[src/rtl/tmds_pkg.sv]
// Shared TMDS encoder definitions: period modes, fixed symbol tables and a popcount helper.
// The TERC4 table is only referenced when HDMI_TERC4_EN is defined.
package tmds_pkg;

  typedef enum logic [1:0] {
    MODE_CTRL   = 2'b00,
    MODE_VIDEO  = 2'b01,
    MODE_ISLAND = 2'b10,
    MODE_GUARD  = 2'b11
  } tmds_mode_e;

  // Indexed by {C1,C0}; every symbol is written bit 9 first.
  localparam logic [9:0] CTRL_CODE [0:3] = '{
    10'b1101010100, 10'b0010101011, 10'b0101010100, 10'b1010101011
  };

  localparam logic [9:0] TERC4_CODE [0:15] = '{
    10'b1010011100, 10'b1001100011, 10'b1011100100, 10'b1011100010,
    10'b0101110001, 10'b0100011110, 10'b0110001110, 10'b0100111100,
    10'b1011001100, 10'b0100111001, 10'b0110011100, 10'b1011000110,
    10'b1010001110, 10'b1001110001, 10'b0101100011, 10'b1011000011
  };

  localparam logic [9:0] GUARD_CODE_A = 10'b1011001100;
  localparam logic [9:0] GUARD_CODE_B = 10'b0100110011;

  function automatic logic [3:0] popCount8(input logic [7:0] value);
    logic [3:0] ones;
    ones = '0;
    for (int i = 0; i < 8; i++) begin
      ones = ones + {3'b000, value[i]};
    end
    return ones;
  endfunction

endpackage

[src/rtl/tmds_lane.sv]
// One TMDS lane: stage 1 builds the transition-minimised word, stage 2 picks the output symbol
// and tracks running disparity. Data-island TERC4 coding exists only with HDMI_TERC4_EN defined.
module tmds_lane
  import tmds_pkg::*;
#(
  parameter int DISP_W   = 5,
  parameter int LANE_IDX = 0
) (
  input  logic                     pix_clk_i,
  input  logic                     rst_i,
  input  logic [1:0]               mode_i,
  input  logic [7:0]               data_i,
  input  logic [1:0]               ctrl_i,
  input  logic [3:0]               terc_i,
  output logic [9:0]               encoded_o,
  output logic signed [DISP_W-1:0] disparity_o
);

  localparam logic signed [DISP_W-1:0] ZERO  = '0;
  localparam logic signed [DISP_W-1:0] TWO   = DISP_W'(2);
  localparam logic signed [DISP_W-1:0] EIGHT = DISP_W'(8);
  localparam logic [9:0] GUARD_CODE = (LANE_IDX % 3 == 1) ? GUARD_CODE_B : GUARD_CODE_A;

  tmds_mode_e mode_q;
  logic [8:0] qm_d, qm_q;
  logic [3:0] n1_d, n1_q;
  logic [1:0] ctrl_q;
  logic [3:0] dataOnes;
  logic       useXnor;

  always_comb begin
    dataOnes = popCount8(data_i);
    useXnor  = (dataOnes > 4'd4) || ((dataOnes == 4'd4) && !data_i[0]);
    qm_d     = '0;
    qm_d[0]  = data_i[0];
    for (int i = 1; i < 8; i++) begin
      qm_d[i] = useXnor ? ~(qm_d[i-1] ^ data_i[i]) : (qm_d[i-1] ^ data_i[i]);
    end
    qm_d[8] = ~useXnor;
    n1_d    = popCount8(qm_d[7:0]);
  end

  always_ff @(posedge pix_clk_i) begin
    if (rst_i) begin
      mode_q <= MODE_CTRL;
      qm_q   <= '0;
      n1_q   <= '0;
      ctrl_q <= '0;
    end else begin
      mode_q <= tmds_mode_e'(mode_i);
      qm_q   <= qm_d;
      n1_q   <= n1_d;
      ctrl_q <= ctrl_i;
    end
  end

`ifdef HDMI_TERC4_EN
  logic [3:0] terc_q;

  always_ff @(posedge pix_clk_i) begin
    if (rst_i) begin
      terc_q <= '0;
    end else begin
      terc_q <= terc_i;
    end
  end
`else
  logic unusedTerc;
  assign unusedTerc = ^terc_i;
`endif

  logic [9:0]               encoded_d, encoded_q;
  logic signed [DISP_W-1:0] cnt_d, cnt_q;
  logic signed [DISP_W-1:0] n1Wide, onesExcess;
  logic                     qm8;

  // onesExcess is N1-N0, i.e. 2*N1-8; all disparity sums wrap modulo 2^DISP_W.
  always_comb begin
    qm8        = qm_q[8];
    n1Wide     = signed'({{(DISP_W-4){1'b0}}, n1_q});
    onesExcess = (n1Wide <<< 1) - EIGHT;
    encoded_d  = CTRL_CODE[ctrl_q];
    cnt_d      = ZERO;
    case (mode_q)
      MODE_VIDEO: begin
        if ((cnt_q == ZERO) || (n1_q == 4'd4)) begin
          encoded_d = {~qm8, qm8, (qm8 ? qm_q[7:0] : ~qm_q[7:0])};
          cnt_d     = qm8 ? (cnt_q + onesExcess) : (cnt_q - onesExcess);
        end else if (((cnt_q > ZERO) && (n1_q > 4'd4)) ||
                     (cnt_q[DISP_W-1] && (n1_q < 4'd4))) begin
          encoded_d = {1'b1, qm8, ~qm_q[7:0]};
          cnt_d     = cnt_q + (qm8 ? TWO : ZERO) - onesExcess;
        end else begin
          encoded_d = {1'b0, qm8, qm_q[7:0]};
          cnt_d     = cnt_q - (qm8 ? ZERO : TWO) + onesExcess;
        end
      end
      MODE_ISLAND: begin
`ifdef HDMI_TERC4_EN
        encoded_d = TERC4_CODE[terc_q];
`else
        encoded_d = CTRL_CODE[ctrl_q];
`endif
      end
      MODE_GUARD: encoded_d = GUARD_CODE;
      default:    encoded_d = CTRL_CODE[ctrl_q];
    endcase
  end

  always_ff @(posedge pix_clk_i) begin
    if (rst_i) begin
      encoded_q <= CTRL_CODE[0];
      cnt_q     <= ZERO;
    end else begin
      encoded_q <= encoded_d;
      cnt_q     <= cnt_d;
    end
  end

  assign encoded_o   = encoded_q;
  assign disparity_o = cnt_q;

endmodule

[src/rtl/hdmi_tmds_encoder.sv]
// Multi-lane TMDS encoder: CHANNELS independent lanes sharing one period mode, two-cycle latency.
// Define HDMI_TERC4_EN to enable TERC4 data-island coding; otherwise mode 10 encodes as control.
module hdmi_tmds_encoder #(
  parameter int CHANNELS = 3,
  parameter int DISP_W   = 5
) (
  input  logic                         pix_clk,
  input  logic                         rst,
  input  logic [1:0]                   mode,
  input  logic [8*CHANNELS-1:0]        data,
  input  logic [2*CHANNELS-1:0]        ctrl,
  input  logic [4*CHANNELS-1:0]        terc,
  output logic [10*CHANNELS-1:0]       encoded,
  output logic [DISP_W*CHANNELS-1:0]   disparity
);

  for (genvar i = 0; i < CHANNELS; i++) begin : gLane
    tmds_lane #(
      .DISP_W  (DISP_W),
      .LANE_IDX(i)
    ) uLane (
      .pix_clk_i  (pix_clk),
      .rst_i      (rst),
      .mode_i     (mode),
      .data_i     (data[8*i +: 8]),
      .ctrl_i     (ctrl[2*i +: 2]),
      .terc_i     (terc[4*i +: 4]),
      .encoded_o  (encoded[10*i +: 10]),
      .disparity_o(disparity[DISP_W*i +: DISP_W])
    );
  end

endmodule

[config.mk]
export PLATFORM = sky130hd
export DESIGN_NAME = hdmi_tmds_encoder
export DESIGN_NICKNAME = d
export VERILOG_FILES = /design/src/rtl/tmds_pkg.sv /design/src/rtl/tmds_lane.sv /design/src/rtl/hdmi_tmds_encoder.sv
export SDC_FILE = /design/constraint.sdc
export NUM_CORES = 1
export LEC_CHECK = 0
export BUFFER_PORTS_ARGS = -buffer_cell sky130_fd_sc_hd__buf_4
export CAP_MARGIN = 0
export CORE_MARGIN = 1
export CORE_UTILIZATION = 59
export DETAILED_ROUTE_END_ITERATION = 8
export GPL_TIMING_DRIVEN = 0
export HOLD_SLACK_MARGIN = 0.06
export PLACE_DENSITY = 0.82
export SYNTH_ARGS = -nofsm -noshare
export SYNTH_HDL_FRONTEND = slang
export SYNTH_HIERARCHICAL = 1
export SYNTH_SLANG_ARGS = --single-unit
[constraint.sdc]
create_clock -name pix_clk -period 9.7 [get_ports pix_clk]
set_input_delay 1.94 -clock pix_clk [delete_from_list [all_inputs] [get_ports pix_clk]]
set_output_delay 1.94 -clock pix_clk [all_outputs]
set_load 0.05 [all_outputs]
# After elaboration in Yosys (flattened, before gate mapping)
# Index checks and enable logic that the tools add are counted.
# classes
n_addsub,63
magnitude_cmp,15
n_eq_ne,8
mux,57
bitwise,55
reduce_logical,25
# ops
cell,n
$add 4x1->4,36
$mux 10,12
$bmux 10 s2,3
$pmux 10 s2,3
$add 5x5->5,9
$mux 5,9
$sub 5x5->5,9
$not 1->1,28
$eq 4x3->1 const B,6
$gt 4x3->1 const B,6
$mux 8,3
$not 8->8,3
$mux 1,21
$xor 1x1->1,21
$gt 5x1->1 const B,3
$logic_not 5->1,3
$sub 5x5->5 const B,3
$add 1x1->2,6
$lt 4x3->1 const B,3
$mux 2,6
$ge 3x3->1 const B,3
$logic_and 1x1->1,9
$logic_or 1x1->1,9
$not 2->3,3
other kinds (4),6
# word_totals
register_bits,92
inputBits,46
out_inout_bits,45

# Longest topological paths before layout
# Gate-level depths: netlist of run 1.
# logic_depth
depth_word,30
ltp_mapped,21
mapped_depth_nobuf,20

# By module
# Netlist of run 1, hierarchy kept.
# modules_own_cells
mod,instances,cells_per_inst,area_each_um2,seq_area_each_um2
tmds_lane (gLane[0].uLane),1,220,2144.6,620.6
tmds_lane (gLane[1].uLane),1,217,2128.3,620.6
tmds_lane (gLane[2].uLane),1,212,2094.5,620.6

# Worst setup path before layout of run 1
# No wires, ideal clock.
# synth_timing
kind,input to register
start,input port data[0]
end,register gLane[0].uLane.n1_q[2]
arrival_ns,7.431
t_required_ns,9.572
setup_slack_ns,2.141
path_stages,20
path_buffers,0
cell_sequence,inv_1 fa_1 fa_1 fa_1 inv_1 ha_1 fa_1 or3b_2 a22oi_1 o21ai_1 xnor2_1 fa_1 fa_1 inv_1 fa_1 ha_1 inv_1 fa_1 xor2_1 nor2_1
# synth_between
elab_chain_cells,30
word_cells_on_any_way,40
cone_classes,add/sub: 14; order compare: 1; eq/ne: 1; mux: 7; bitwise: 14; reduce/logical: 3
# synth_lines
element,line,source
from (decl),hdmi_tmds_encoder.sv:10,"input logic [8*CHANNELS-1:0] data,"
"parallel branches: the longest is 29 deep, another holds $add 4x1->4",--,
$add 4x1->4 (*),tmds_pkg.sv:31,"ones = ones + {3'b000, value[i]};"
to (signal assigned),tmds_lane.sv:52,n1_q <= n1_d;
to (decl),tmds_lane.sv:26,"logic [3:0] n1_d, n1_q;"
# Every way passes the cells marked *.
# A chain may end at the register's enable or synchronous reset.

# Worst setup path after layout of run 1
# Ends and elaborated chain as after synthesis.

==> key figures, run 1 <==
Route
  • Met2 WL: a little over 6000 µm
  • Number of nets with antenna violations after detailed routing: 0
  • Post-Route M1 WL: about 4900 µm
  • Met3 Wirelength: around 540 µm
  • Drt pass-1 iters: 4
  • Top routing layer in use: met4
  • Detailed-route DRC error count: 0
  • DR vias/cell: 5.053
  • Starting DRC count in detailed routing: about 120
  • Routed via count: around 4400
  • Final routed wirelength across all metal layers: between 10000 and 15000 µm
  • Routed len/inst: 13.38 µm

Global routing
  • Pin count of the biggest net entering global routing: 15
  • Global-route usage over all layers: approximately 23%
  • Grt ovf: 0
  • Via count of the first global-routing pass: ~4500
  • Initial antenna violation count: 0
  • Global-route wire length before repair: approximately 20000 µm

Synth
  • Dominant register cell in the synthesized netlist: sky130_fd_sc_hd__dfxtp_1
  • Nets in the synthesized netlist: 800
  • Number of different library cells in the post-synthesis netlist: 56
  • Syn Area/Cell: about 9.8 µm²
  • Register bit count reported by yosys: 93
  • Number of flops mapped to enable cells by yosys: 0
  • Seq/Total Area, Yosys: 29.24%
  • Async S/R FF share, synth: 0%
  • Synthesized area: around 6400 µm²
  • Count of synthesis-stage warnings from yosys: 6
  • Gate count of the mapped netlist: approximately 650

Layout
  • Area of all placed cells without fillers: approximately 7300 µm²
  • Fraction of layout cells with a size suffix above 1: ~16%
  • Number of diodes: 0
  • Net total in the final layout: 886
  • Layout overhead on the synthesized area: 13.95%

Clock tree
  • Number of instances resized during post-cts repair: 0
  • # Post-CTS Setup Buffers: 0
  • CTS H-tree lvls: 3
  • Clk pin slew, worst setup/hold paths: 0.08 ns
  • Number of buffers created by CTS: 9
  • Maximum clock path buffer count: 2
  • Hold bufs inserted after CTS: 0
  • Clk Latency, worst-skew pair: between 0.3 and 0.4 ns
  • Clk root buf: sky130_fd_sc_hd__clkbuf_8
  • Clock tree from TritonCTS: done
  • Number of sinks driven by the clock tree: just over 90

Die
  • Die boundary width: approximately 110 µm
  • Floorplan die height: around 110 µm
  • Core area: about 10000 µm²
  • Total Die Area: around 11000 µm²
  • Ports: about 90
  • Core Rows: 37
  • Effective utilization at floorplan: 61.13%

Setup path
  • Critical path startpoint category: input pin
  • Crit Path Max Fanout: 5
  • Worst Setup Path Type: in2reg
  • Required time of the critical path: slightly below 10 ns
  • Worst EP arrival: a little under 8 ns
  • Worst Setup End Kind: flop

STA
  • Final Max Tran Viols: 0
  • Worst slew margin: 56.08%
  • Final-report hold violation count: 0
  • Setup TNS after final layout: 0 ns
  • Shortest clock period the worst path allows after layout: 7.709 ns
  • Setup repair after global routing missed its margin: false
  • Final setup violation count: 0
  • Final setup skew: a little over 0.008 ns
  • Crit path setup slack, layout: between 1.5 and 2 ns
  • Period Utilization, post-route: 79.48%
  • Achievable clock frequency: roughly 0.13 GHz
  • Measured slew at the worst slew-check pin: between 0.6 and 0.7 ns

Pwr
  • Total power after layout: 2.332 mW
  • Pwr per Cell Area: approximately 320 nW/µm²
  • Leakage power: 3.564 nW
  • Largest vdd supply drop: between 0.2 and 0.3 mV

Placement
  • Final Wtd Congestion: 0.8506
  • Port buffer count: between 70 and 80
  • Placed Instance Area: 7101 µm²
  • HPWL after detailed placement: roughly 10000 µm
  • Pre-CTS setup slack: between 1.5 and 2 ns

Flow run
  • Max cap viols: 0

Min path
  • Worst hold path class: reg2reg

Status
  • Status: complete, no violations
## worst paths after layout
kind | depth (start not counted) | end | from | slack [ns]
setup / recovery | 21 | gLane[0].uLane/n1_q[2]$_SDFF_PP0_ | data[0] | 1.99
hold / removal | 2 | gLane[0].uLane/encoded_o[9]$_SDFF_PP1_ | gLane[0].uLane/mode_q[1]$_SDFF_PP0_ | 0.51
setup reg to reg | 9 | gLane[0].uLane/disparity_o[4]$_SDFF_PP0_ | gLane[0].uLane/qm_q[8]$_SDFF_PP0_ | 7.15
hold reg to reg | 2 | gLane[0].uLane/encoded_o[9]$_SDFF_PP1_ | gLane[0].uLane/mode_q[1]$_SDFF_PP0_ | 0.51
## flip-flops by register name, summed over array words and instances (netlist names)
name	count
gLane.uLane/encoded_o	30
gLane.uLane/qm_q	27
gLane.uLane/disparity_o	12
gLane.uLane/n1_q	12
gLane.uLane/ctrl_q	6
gLane.uLane/mode_q	6
## cells in the final DEF, fill, tap and decap left out, types with 3 or more instances in the layout
| cell type | n |
|---|---|
| sky130_fd_sc_hd__a211oi_1 | 3 |
| sky130_fd_sc_hd__a21o_1 | 16 |
| sky130_fd_sc_hd__a21oi_1 | 31 |
| sky130_fd_sc_hd__a31oi_1 | 8 |
| sky130_fd_sc_hd__and2_1 | 3 |
| sky130_fd_sc_hd__buf_2 | 3 |
| sky130_fd_sc_hd__buf_4 | 78 |
| sky130_fd_sc_hd__clkbuf_1 | 12 |
| sky130_fd_sc_hd__clkbuf_8 | 9 |
| sky130_fd_sc_hd__conb_1 | 3 |
| sky130_fd_sc_hd__dfxtp_1 | 93 |
| sky130_fd_sc_hd__fa_1 | 39 |
| sky130_fd_sc_hd__ha_1 | 66 |
| sky130_fd_sc_hd__inv_1 | 96 |
| sky130_fd_sc_hd__mux2_2 | 4 |
| sky130_fd_sc_hd__mux2i_1 | 5 |
| sky130_fd_sc_hd__nand2_1 | 11 |
| sky130_fd_sc_hd__nand2b_1 | 9 |
| sky130_fd_sc_hd__nor2_1 | 45 |
| sky130_fd_sc_hd__nor2b_1 | 32 |
| sky130_fd_sc_hd__nor3b_1 | 8 |
| sky130_fd_sc_hd__o21a_1 | 5 |
| sky130_fd_sc_hd__o21ai_0 | 18 |
| sky130_fd_sc_hd__o21ai_1 | 5 |
| sky130_fd_sc_hd__o21bai_1 | 3 |
| sky130_fd_sc_hd__or3_1 | 4 |
| sky130_fd_sc_hd__or3b_2 | 4 |
| sky130_fd_sc_hd__xnor2_1 | 54 |
| sky130_fd_sc_hd__xnor3_2 | 5 |
| sky130_fd_sc_hd__xor2_1 | 27 |
## worst max-delay path, cell delays in order
cell and delay, ns:
sky130_fd_sc_hd__buf_4 0.09, sky130_fd_sc_hd__inv_1 0.10, sky130_fd_sc_hd__fa_1 0.56, sky130_fd_sc_hd__fa_1 0.42, sky130_fd_sc_hd__fa_1 0.49, sky130_fd_sc_hd__inv_1 0.04
sky130_fd_sc_hd__ha_1 0.20, sky130_fd_sc_hd__fa_1 0.42, sky130_fd_sc_hd__or3b_2 0.53, sky130_fd_sc_hd__a22oi_1 0.21, sky130_fd_sc_hd__o21ai_1 0.21, sky130_fd_sc_hd__xnor2_1 0.32
sky130_fd_sc_hd__fa_1 0.50, sky130_fd_sc_hd__fa_1 0.52, sky130_fd_sc_hd__inv_1 0.05, sky130_fd_sc_hd__fa_1 0.48, sky130_fd_sc_hd__ha_1 0.18, sky130_fd_sc_hd__inv_1 0.07
sky130_fd_sc_hd__fa_1 0.37, sky130_fd_sc_hd__xor2_1 0.18, sky130_fd_sc_hd__nor2_1 0.06
## where the power goes
group          leakage, nW  internal [mW]  switching (mW)
logic                 2.72          0.731           0.869
clock network       0.0719         0.0913           0.124
registers            0.770          0.462          0.0541
## cells in the mapped netlist (3+ instances only)
| library cell | instances | share of area, % |
|---|---|---|
| sky130_fd_sc_hd__clkbuf_1 | 10 | 0.59 |
| sky130_fd_sc_hd__xnor3_2 | 5 | 1.9 |
| sky130_fd_sc_hd__xnor2_1 | 54 | 7.4 |
| sky130_fd_sc_hd__o21ai_1 | 5 | 0.39 |
| sky130_fd_sc_hd__ha_1 | 66 | 13 |
| sky130_fd_sc_hd__and2_1 | 3 | 0.29 |
| sky130_fd_sc_hd__buf_4 | 3 | 0.35 |
| sky130_fd_sc_hd__nor3b_1 | 8 | 0.94 |
| sky130_fd_sc_hd__o21ai_0 | 18 | 1.4 |
| sky130_fd_sc_hd__dfxtp_1 | 93 | 29 |
| sky130_fd_sc_hd__nand2b_1 | 9 | 0.88 |
| sky130_fd_sc_hd__or3_1 | 4 | 0.39 |
| sky130_fd_sc_hd__a21oi_1 | 31 | 2.4 |
| sky130_fd_sc_hd__o21bai_1 | 3 | 0.35 |
| sky130_fd_sc_hd__a31oi_1 | 8 | 0.79 |
| sky130_fd_sc_hd__a21o_1 | 16 | 1.9 |
| sky130_fd_sc_hd__mux2_2 | 4 | 0.71 |
| sky130_fd_sc_hd__o21a_1 | 5 | 0.59 |
| sky130_fd_sc_hd__a211oi_1 | 3 | 0.35 |
| sky130_fd_sc_hd__nor2_1 | 45 | 2.7 |
| sky130_fd_sc_hd__nor2b_1 | 32 | 3.1 |
| sky130_fd_sc_hd__nand2_1 | 11 | 0.65 |
| sky130_fd_sc_hd__or3b_2 | 4 | 0.55 |
| sky130_fd_sc_hd__xor2_1 | 27 | 3.7 |
| sky130_fd_sc_hd__fa_1 | 39 | 12 |
| sky130_fd_sc_hd__mux2i_1 | 5 | 0.79 |
| sky130_fd_sc_hd__conb_1 | 3 | 0.18 |
| sky130_fd_sc_hd__inv_1 | 96 | 5.7 |
| sky130_fd_sc_hd__buf_2 | 3 | 0.24 |
## through the flow
step | std cells | hold WS [ns] | utilization [%]
2_1_floorplan | 649 | 0.4529 | -
3_3_place_gp | 860 | 0.4714 | 68.17
3_5_place_dp | 860 | 0.4953 | 68.17
4_1_cts | 874 | 0.5116 | 69.66
5_1_grt | 874 | 0.5612 | 69.66
6_report | 874 | 0.5134 | 69.66
## cell type report
cell class / instances / area [µm²]
buffer: 17 / 78.83
sequential: 93 / 1862
tap: 136 / 170.2
clock buffer: 11 / 131.4
multi-input combinational: 442 / 4049
fill: 793 / 3161
timing repair buffer: 75 / 563.0
clock inverter: 3 / 23.77
inverter: 97 / 377.9
## routing by layer
metal	global-route usage (%)	up-vias
li1	-	2242
met1	25.95	2082
met2	41.04	78
met3	5.690	14
met4	6.944	0
met5	0	-
## cells by family (layout without fill, tap and decap cells)
family | count (synthesis) | after routing | synth area share [%]
simple gates | 127 | 127 | 10.65
fa+ha+maj | 105 | 105 | 25.23
other cells | 3 | 3 | 0.1768
mux | 9 | 9 | 1.493
xor+xnor | 93 | 93 | 15.48
compound gates | 105 | 105 | 10.55
flops | 93 | 93 | 29.24
buf+inv | 114 | 203 | 7.172
(Power assumes the default switching activity.)
==> run 2, diff against run 1 <==
Settings changed: CORE_UTILIZATION 59 to 53, PLACE_DENSITY 0.82 to 0.78.
Clock period 9.7 ns to 6.45 ns, I/O delays scaled along.
==> run 2 against run 1 <==
The run now ends with DRC, setup timing left; critical path depth fell by 1; design area rose by 6.7%; sequential power rose by 51%; sequential share of layout area fell by 1.6 points; critical path type unchanged; largest cell class unchanged.
==> key figures, run 2 (synthesis gave the netlist of run 1 again) <==
Status
  • Status: complete, but fails checks
  • Failing checks: DRC, setup timing

Layout
  • Largest register FFs: 30 (unchanged)
  • Number of diodes: 0 (unchanged)
  • Fraction of layout cells with a size suffix above 1: 22.70% (+7.1 points)
  • Number of fill cells: 878 (+11%)
  • Net total in the final layout: 908 (+2.5%)
  • Layout overhead on the synthesized area: 21.54%
  • Share of the core filled with cells: 66.92% (-2.7 points)
  • Most common cell after layout, fill and taps aside: sky130_fd_sc_hd__buf_4
  • Most used cells in the layout excluding fill and tap cells: 95 x sky130_fd_sc_hd__buf_4, 93 x sky130_fd_sc_hd__dfxtp_1, 83 x sky130_fd_sc_hd__inv_1, 60 x sky130_fd_sc_hd__ha_1, 50 x sky130_fd_sc_hd__xnor2_1
  • Area of the multi-input gates: 4172 µm² (+3.0%)
  • Total area of sequential cells: 1862 µm² (unchanged)

Route
  • Starting DRC count in detailed routing: 225 (+94%)
  • DR vias/cell: 5.072 (+0.38%)
  • Number of nets with antenna violations after detailed routing: 0 (unchanged)
  • Final routed wirelength across all metal layers: 12490 µm (+6.8%)
  • Detailed-route DRC error count: 8 (+8)
  • Routed len/inst: 13.81 µm (+3.2%)
  • Routed via count: 4590 (+3.9%)
  • Drt pass-1 iters: 6 (+2)

Clock tree
  • Maximum clock path buffer count: 2 (unchanged)
  • Number of sinks driven by the clock tree: 93 (unchanged)
  • Clk Latency, worst-skew pair: 0.34 ns (-0.02 ns)
  • Number of buffers created by CTS: 9 (unchanged)
  • Clk pin slew, worst setup/hold paths: 0.06 ns (-0.02 ns)
  • Hold bufs inserted after CTS: 0 (unchanged)
  • Clock tree from TritonCTS: done
  • CTS H-tree lvls: 3 (unchanged)
  • Clk root buf: sky130_fd_sc_hd__clkbuf_16

Global routing
  • Via count of the first global-routing pass: 4758 (+5.1%)
  • Pin count of the biggest net entering global routing: 16 (+1)
  • Global-route usage over all layers: 21.11% (-1.5 points)
  • Grt ovf: 0 (unchanged)
  • Global-route wire length before repair: 21170 µm (+5.1%)
  • Initial antenna violation count: 0 (unchanged)

STA
  • Setup repair after global routing missed its margin: true
  • Final setup violation count: 4 (+4)
  • Crit path setup slack, layout: -0.09924 ns (-2.090 ns)
  • Worst slew margin: 56.06% (about the same)
  • Shortest clock period the worst path allows after layout: 6.549 ns
  • Period Utilization, post-route: 101.5%
  • Achievable clock frequency: about 0.15 GHz
  • Final Max Tran Viols: 0 (unchanged)
  • Final setup skew: 0.005532 ns (-0.002515 ns)
  • Measured slew at the worst slew-check pin: 0.6522 ns (+0.0003003 ns)
  • Final-report hold violation count: 0 (unchanged)

Pwr
  • Leakage power: 3.764 nW (+5.6%)
  • Part of the total power dissipated in sequential elements: 19.8% (-2.3 points)
  • Clock share of power: 12.0% (+2.8 points)
  • Largest vdd supply drop: 0.4630 mV (+79%)
  • Comb pwr share: 68.1% (-0.5 points)
  • Sw Pwr: 1.705 mW (+63%)
  • Int Power: 2.236 mW (+74%)
  • Pwr per Cell Area: 509.2 nW/µm² (+58%)
  • Switch share: 43.26% (-1.6 points)
  • Total power after layout: 3.941 mW (+69%)

Placement
  • Pre-CTS setup slack: -0.5848 ns (-2.222 ns)
  • Port buffer count: 75 (unchanged)
  • Final Wtd Congestion: 0.8872 (+4.3%)
  • HPWL after detailed placement: 10060 µm (+3.1%)

Setup path
  • Worst Setup Path Type: in2reg
  • Worst EP arrival: 6.76 ns (-1.19 ns)
  • Critical path startpoint category: input pin
  • Required time of the critical path: 6.66 ns (-3.28 ns)
  • Worst Setup End Kind: flop
  • Crit Path Max Fanout: 4 (-1)

Die
  • Core area: 11560 µm² (+11%)
  • Ports: 91 (unchanged)
  • Floorplan die height: 111.6 µm (+5.4%)
  • Total Die Area: 12460 µm² (+11%)
  • Die boundary width: 111.6 µm (+5.4%)
  • Effective utilization at floorplan: 55.06% (-6.1 points)
  • Core Rows: 39 (+5.4%)

Flow run
  • Max cap viols: 0 (unchanged)

Min path
  • Worst hold path class: reg2reg
==> run 2: cell count changes in the layout (fill, tap and decap cells not counted), sizes merged <==
cell	previous run	this run
clkbuf	21	20
clkinv	0	2
buf	82	105
clkinvlp	2	1
inv	97	98
==> run 2: path summary, 6_finish.rpt <==
check / cells after the start / end / from / slack, ns
max: 20 / gLane[0].uLane/n1_q[1]$_SDFF_PP0_ / data[3] / -0.1
min: 2 / gLane[0].uLane/encoded_o[9]$_SDFF_PP1_ / gLane[0].uLane/mode_q[1]$_SDFF_PP0_ / 0.52
max reg2reg: 9 / gLane[0].uLane/disparity_o[4]$_SDFF_PP0_ / gLane[0].uLane/qm_q[8]$_SDFF_PP0_ / 3.88
min reg2reg: 2 / gLane[0].uLane/encoded_o[9]$_SDFF_PP1_ / gLane[0].uLane/mode_q[1]$_SDFF_PP0_ / 0.52
==> run 2: power by group through the flow <==
stage / combinational, mW / clock [mW] / sequential, mW
final: 2.69 / 0.475 / 0.781
after global routing: 3.02 / 0.511 / 0.793
after CTS: 2.61 / 0.484 / 0.781
after floorplan: 1.86 / 0 / 0.882
after global placement: 2.34 / 0 / 0.789
after detailed placement: 2.49 / 0 / 0.793
==> run 2: area by class of cell <==
type / instances / area share (%)
Multi-Input combinational cell: 442 / 53.90
Sequential cell: 93 / 24.06
Timing Repair Buffer: 97 / 9.798
Inverter: 97 / 5.303
Clock buffer: 11 / 3.007
Tap cell: 143 / 2.312
Buffer: 17 / 1.164
Clock inverter: 5 / 0.4527
==> run 2: what timing repair did <==
action / CTS / global route
buffers inserted: 13 / 9
setup endpoints to repair: 6 / 7
cloned: 0 / 0
pin swaps: 18 / 5
resized for setup: 14 / 6
==> run 2: critical path, stage by stage <==
cell and delay, ns:
sky130_fd_sc_hd__buf_8 0.09, sky130_fd_sc_hd__inv_8 0.03, sky130_fd_sc_hd__fa_1 0.54, sky130_fd_sc_hd__fa_1 0.43
sky130_fd_sc_hd__fa_1 0.49, sky130_fd_sc_hd__inv_1 0.05, sky130_fd_sc_hd__ha_2 0.17, sky130_fd_sc_hd__fa_1 0.43
sky130_fd_sc_hd__or3b_4 0.42, sky130_fd_sc_hd__a22oi_2 0.23, sky130_fd_sc_hd__o21ai_4 0.13, sky130_fd_sc_hd__xnor2_2 0.17
sky130_fd_sc_hd__fa_1 0.49, sky130_fd_sc_hd__fa_1 0.50, sky130_fd_sc_hd__inv_1 0.05, sky130_fd_sc_hd__fa_1 0.48
sky130_fd_sc_hd__ha_2 0.18, sky130_fd_sc_hd__inv_2 0.04, sky130_fd_sc_hd__fa_2 0.50, sky130_fd_sc_hd__nor2_1 0.04
==> run 2: metrics by stage <==
step           cells  area [µm²]  hold WS (ns)  setup TNS, ns
2_1_floorplan    649        6494        0.4529        -0.7055
3_3_place_gp     867        7236        0.4862         -2.738
3_5_place_dp     867        7236        0.5104         -3.803
4_1_cts          896        7660        0.5207        -0.1011
5_1_grt          905        7739        0.5504         -1.381
6_report         905        7739        0.5163        -0.2078
==> run 2: layer usage <==
layer	routed length (µm)	part of all wire, %	global-route usage, %
met5	0	0	0
met2	6451	52	38.50
met4	278	2.2	5.946
met1	5323	43	24.64
met3	439	3.5	4.954
==> run 3, diff against run 2 <==
Settings changed: CELL_PAD_IN_SITES_DETAIL_PLACEMENT set to 0, CELL_PAD_IN_SITES_GLOBAL_PLACEMENT set to 2, CORE_UTILIZATION 53 to 33, PLACE_DENSITY 0.78 to unset, PLACE_DENSITY_LB_ADDON set to 0.1.
==> run 3 against run 2 <==
The run ends with setup timing left; global-route usage is 6.7 points lower; core utilization fell by 25 points; final cell count is 12% higher; largest power group unchanged; count of clock-buffer cells in the layout is 1 lower; highest routed layer unchanged.
==> key figures, run 3 (synthesis gave the netlist of run 1 again) <==
Status
  • Status: complete, but fails checks
  • Failing checks: setup timing

Layout
  • Final cell count without fillers: 1015 (+12%)
  • Number of diodes: 0 (unchanged)
  • Total area of sequential cells: 1862 µm² (unchanged)
  • Fraction of layout cells with a size suffix above 1: 21.59% (-1.1 points)
  • Net total in the final layout: 902 (-0.66%)
  • Area of all placed cells without fillers: 7848 µm² (+1.4%)
  • Most common cell after layout, fill and taps aside: sky130_fd_sc_hd__dfxtp_1
  • Share of the core filled with cells: 41.67% (-25 points)
  • Number of fill cells: 1880 (+110%)
  • Area of the multi-input gates: 4168 µm² (about the same)
  • Largest register FFs: 30 (unchanged)
  • Most used cells in the layout excluding fill and tap cells: 93 x sky130_fd_sc_hd__dfxtp_1, 91 x sky130_fd_sc_hd__buf_4, 86 x sky130_fd_sc_hd__inv_1, 60 x sky130_fd_sc_hd__ha_1, 50 x sky130_fd_sc_hd__xnor2_1
  • Layout overhead on the synthesized area: 23.25%

STA
  • Crit path setup slack, layout: -0.09307 ns (+0.006170 ns)
  • Period Utilization, post-route: 101.4% (about the same)
  • Setup TNS after final layout: -0.1762 ns (+0.03157 ns)
  • Shortest clock period the worst path allows after layout: 6.543 ns (-0.006170 ns)
  • Final setup skew: 0.008029 ns (+0.002497 ns)
  • Achievable clock frequency: 0.1528 GHz (about the same)
  • Final setup violation count: 2 (-2)
  • Setup repair after global routing missed its margin: true
  • Final-report hold violation count: 0 (unchanged)
  • Final Max Tran Viols: 0 (unchanged)
  • Worst slew margin: 52.95% (-3.1 points)
  • Hold_ws: 0.5339 ns (+0.01760 ns)
  • Measured slew at the worst slew-check pin: 0.6984 ns (+0.04620 ns)

Setup path
  • Capture instance of the worst register-to-register path: gLane[0].uLane/disparity_o[3]$_SDFF_PP0_
  • Delay of the slowest cell on the worst path: 0.54 ns (about the same)
  • CP Cell Sequence: buf_8 -> inv_8 -> fa_1 -> fa_1 -> fa_1 -> inv_1 -> ha_2 -> fa_1 -> or3b_4 -> a22oi_2 -> o21ai_4 -> xnor2_2 -> fa_1 -> fa_1 -> inv_1 -> fa_1 -> ha_2 -> inv_2 -> fa_2 -> nor2_1
  • CP max stage cell: sky130_fd_sc_hd__fa_1
  • Most used cell, CP: sky130_fd_sc_hd__fa_1
  • Crit Path Max Fanout: 4 (unchanged)
  • Worst Setup Path Type: in2reg
  • Setup slack, reg-to-reg: 3.89 ns (about the same)
  • Worst Setup End Kind: flop
  • Critical path startpoint category: input pin
  • Reg-to-reg critical path startpoint: gLane[0].uLane/qm_q[8]$_SDFF_PP0_
  • Required time of the critical path: 6.67 ns (about the same)
  • Launching element of the worst setup path: data[3]
  • Worst EP arrival: 6.76 ns (about the same)
  • Logic depth of the worst register-to-register path: 8 (-1)

Pwr
  • Switch share: 42.62% (-0.64 points)
  • Int Power: 2.201 mW (-1.6%)
  • Largest vdd supply drop: 0.2058 mV (-56%)
  • Part of the total power dissipated in sequential elements: 20.3% (+0.5 points)
  • Sw Pwr: 1.635 mW (-4.1%)
  • Clock share of power: 13.7% (+1.7 points)
  • Comb pwr share: 65.9% (-2.2 points)
  • Total power after layout: 3.836 mW (-2.7%)
  • Pwr per Cell Area: 488.8 nW/µm² (-4.0%)
  • Leakage power: 3.739 nW (-0.65%)

Global routing
  • Global-route usage over all layers: 14.43% (-6.7 points)
  • Initial antenna violation count: 0 (unchanged)
  • Grt ovf: 0 (unchanged)
  • Via count of the first global-routing pass: 4662 (-2.0%)
  • Pin count of the biggest net entering global routing: 16 (unchanged)
  • Global-route wire length before repair: 22670 µm (+7.1%)

Route
  • Detailed-route DRC error count: 0 (-8)
  • DR vias/cell: 4.349 (-14%)
  • Routed len/inst: 13.15 µm (-4.8%)
  • Final routed wirelength across all metal layers: 13350 µm (+6.8%)
  • Number of nets with antenna violations after detailed routing: 0 (unchanged)
  • Drt pass-1 iters: 4 (-2)
  • Routed via count: 4414 (-3.8%)
  • Starting DRC count in detailed routing: 109 (-52%)

Die
  • Core Rows: 50 (+28%)
  • Floorplan die height: 140.9 µm (+26%)
  • Ports: 91 (unchanged)
  • Total Die Area: 19850 µm² (+59%)
  • Core area: 18830 µm² (+63%)
  • Die boundary width: 140.9 µm (+26%)
  • Effective utilization at floorplan: 33.81% (-21 points)

Clock tree
  • Clock tree from TritonCTS: done
  • Clk Latency, worst-skew pair: 0.34 ns (about the same)
  • Number of buffers created by CTS: 9 (unchanged)
  • CTS H-tree lvls: 3 (unchanged)
  • Clk pin slew, worst setup/hold paths: 0.07 ns (about the same)
  • Clk root buf: sky130_fd_sc_hd__clkbuf_16
  • Number of sinks driven by the clock tree: 93 (unchanged)
  • Maximum clock path buffer count: 2 (unchanged)

Min path
  • Number of cells on the worst hold path: 2 (unchanged)
  • Hold endpoint: gLane[1].uLane/encoded_o[5]$_SDFF_PP0_
  • Worst hold path class: reg2reg
  • Worst hold path startpoint: gLane[1].uLane/qm_q[5]$_SDFF_PP0_

Placement
  • Pre-CTS setup slack: -0.5985 ns (-0.01374 ns)
  • HPWL after detailed placement: 11030 µm (+9.7%)
  • Port buffer count: 75 (unchanged)
  • Final Wtd Congestion: 0.7715 (-13%)
  • Placed Instance Area: 7382 µm² (+2.0%)
  • Placed instance count: 984 (+13%)

Flow run
  • Max cap viols: 0 (unchanged)
-- run 3: cell count changes in the layout (fill, tap and decap cells not counted), sizes merged --
cell and delta:
buf -6, clkbuf -1, bufinv +1, clkinv -1
-- run 3: cell type report --
class	instances	area share (%)
clock buffer	10	2.918
buffer	17	1.148
inverter	97	5.198
timing repair buffer	91	8.992
sequential	93	23.72
tap	260	4.145
clock inverter	5	0.7653
multi-input combinational	442	53.11
-- run 3: power by group through the flow --
stage          Combinational [mW]  Sequential [mW]  Clock (mW)
6_report                     2.53            0.780       0.527
5_1_grt                      2.90            0.798       0.573
4_1_cts                      2.55            0.783       0.550
3_5_place_dp                 2.47            0.796           0
3_3_place_gp                 2.43            0.795           0
2_1_floorplan                1.86            0.882           0
-- run 3: what timing repair did --
item | 4_1_cts | 5_1_grt
gates resized for setup | 7 | 6
hold buffers | 0 | 0
pin swaps | 15 | 9
setup endpoints to repair | 6 | 7
buffers inserted | 8 | 8
-- run 3: per-layer routing --
metal / vias up / track usage [%] / wire length, µm
li1: 2274 / - / -
met5: - / 0 / 0
met3: 11 / 2.921 / 375
met1: 2075 / 17.98 / 6185
met2: 54 / 25.14 / 6614
met4: 0 / 4.119 / 172
-- run 3: critical path, delay by kind of cell --
family,cells,cell delay (ns)
buf+inv,5,0.26
simple gates,2,0.46
fa+ha+maj,10,4.24
compound gates,2,0.35
xor+xnor,1,0.17
-- run 3: worst max-delay path by stage --
stage,cells past startpoint,to
6_report,20,gLane[0].uLane/n1_q[1]$_SDFF_PP0_
3_3_place_gp,20,gLane[0].uLane/n1_q[1]$_SDFF_PP0_
4_1_cts,20,gLane[0].uLane/n1_q[1]$_SDFF_PP0_
3_5_place_dp,21,gLane[0].uLane/n1_q[2]$_SDFF_PP0_
2_1_floorplan,19,gLane[0].uLane/n1_q[1]$_SDFF_PP0_
5_1_grt,21,gLane[0].uLane/n1_q[2]$_SDFF_PP0_
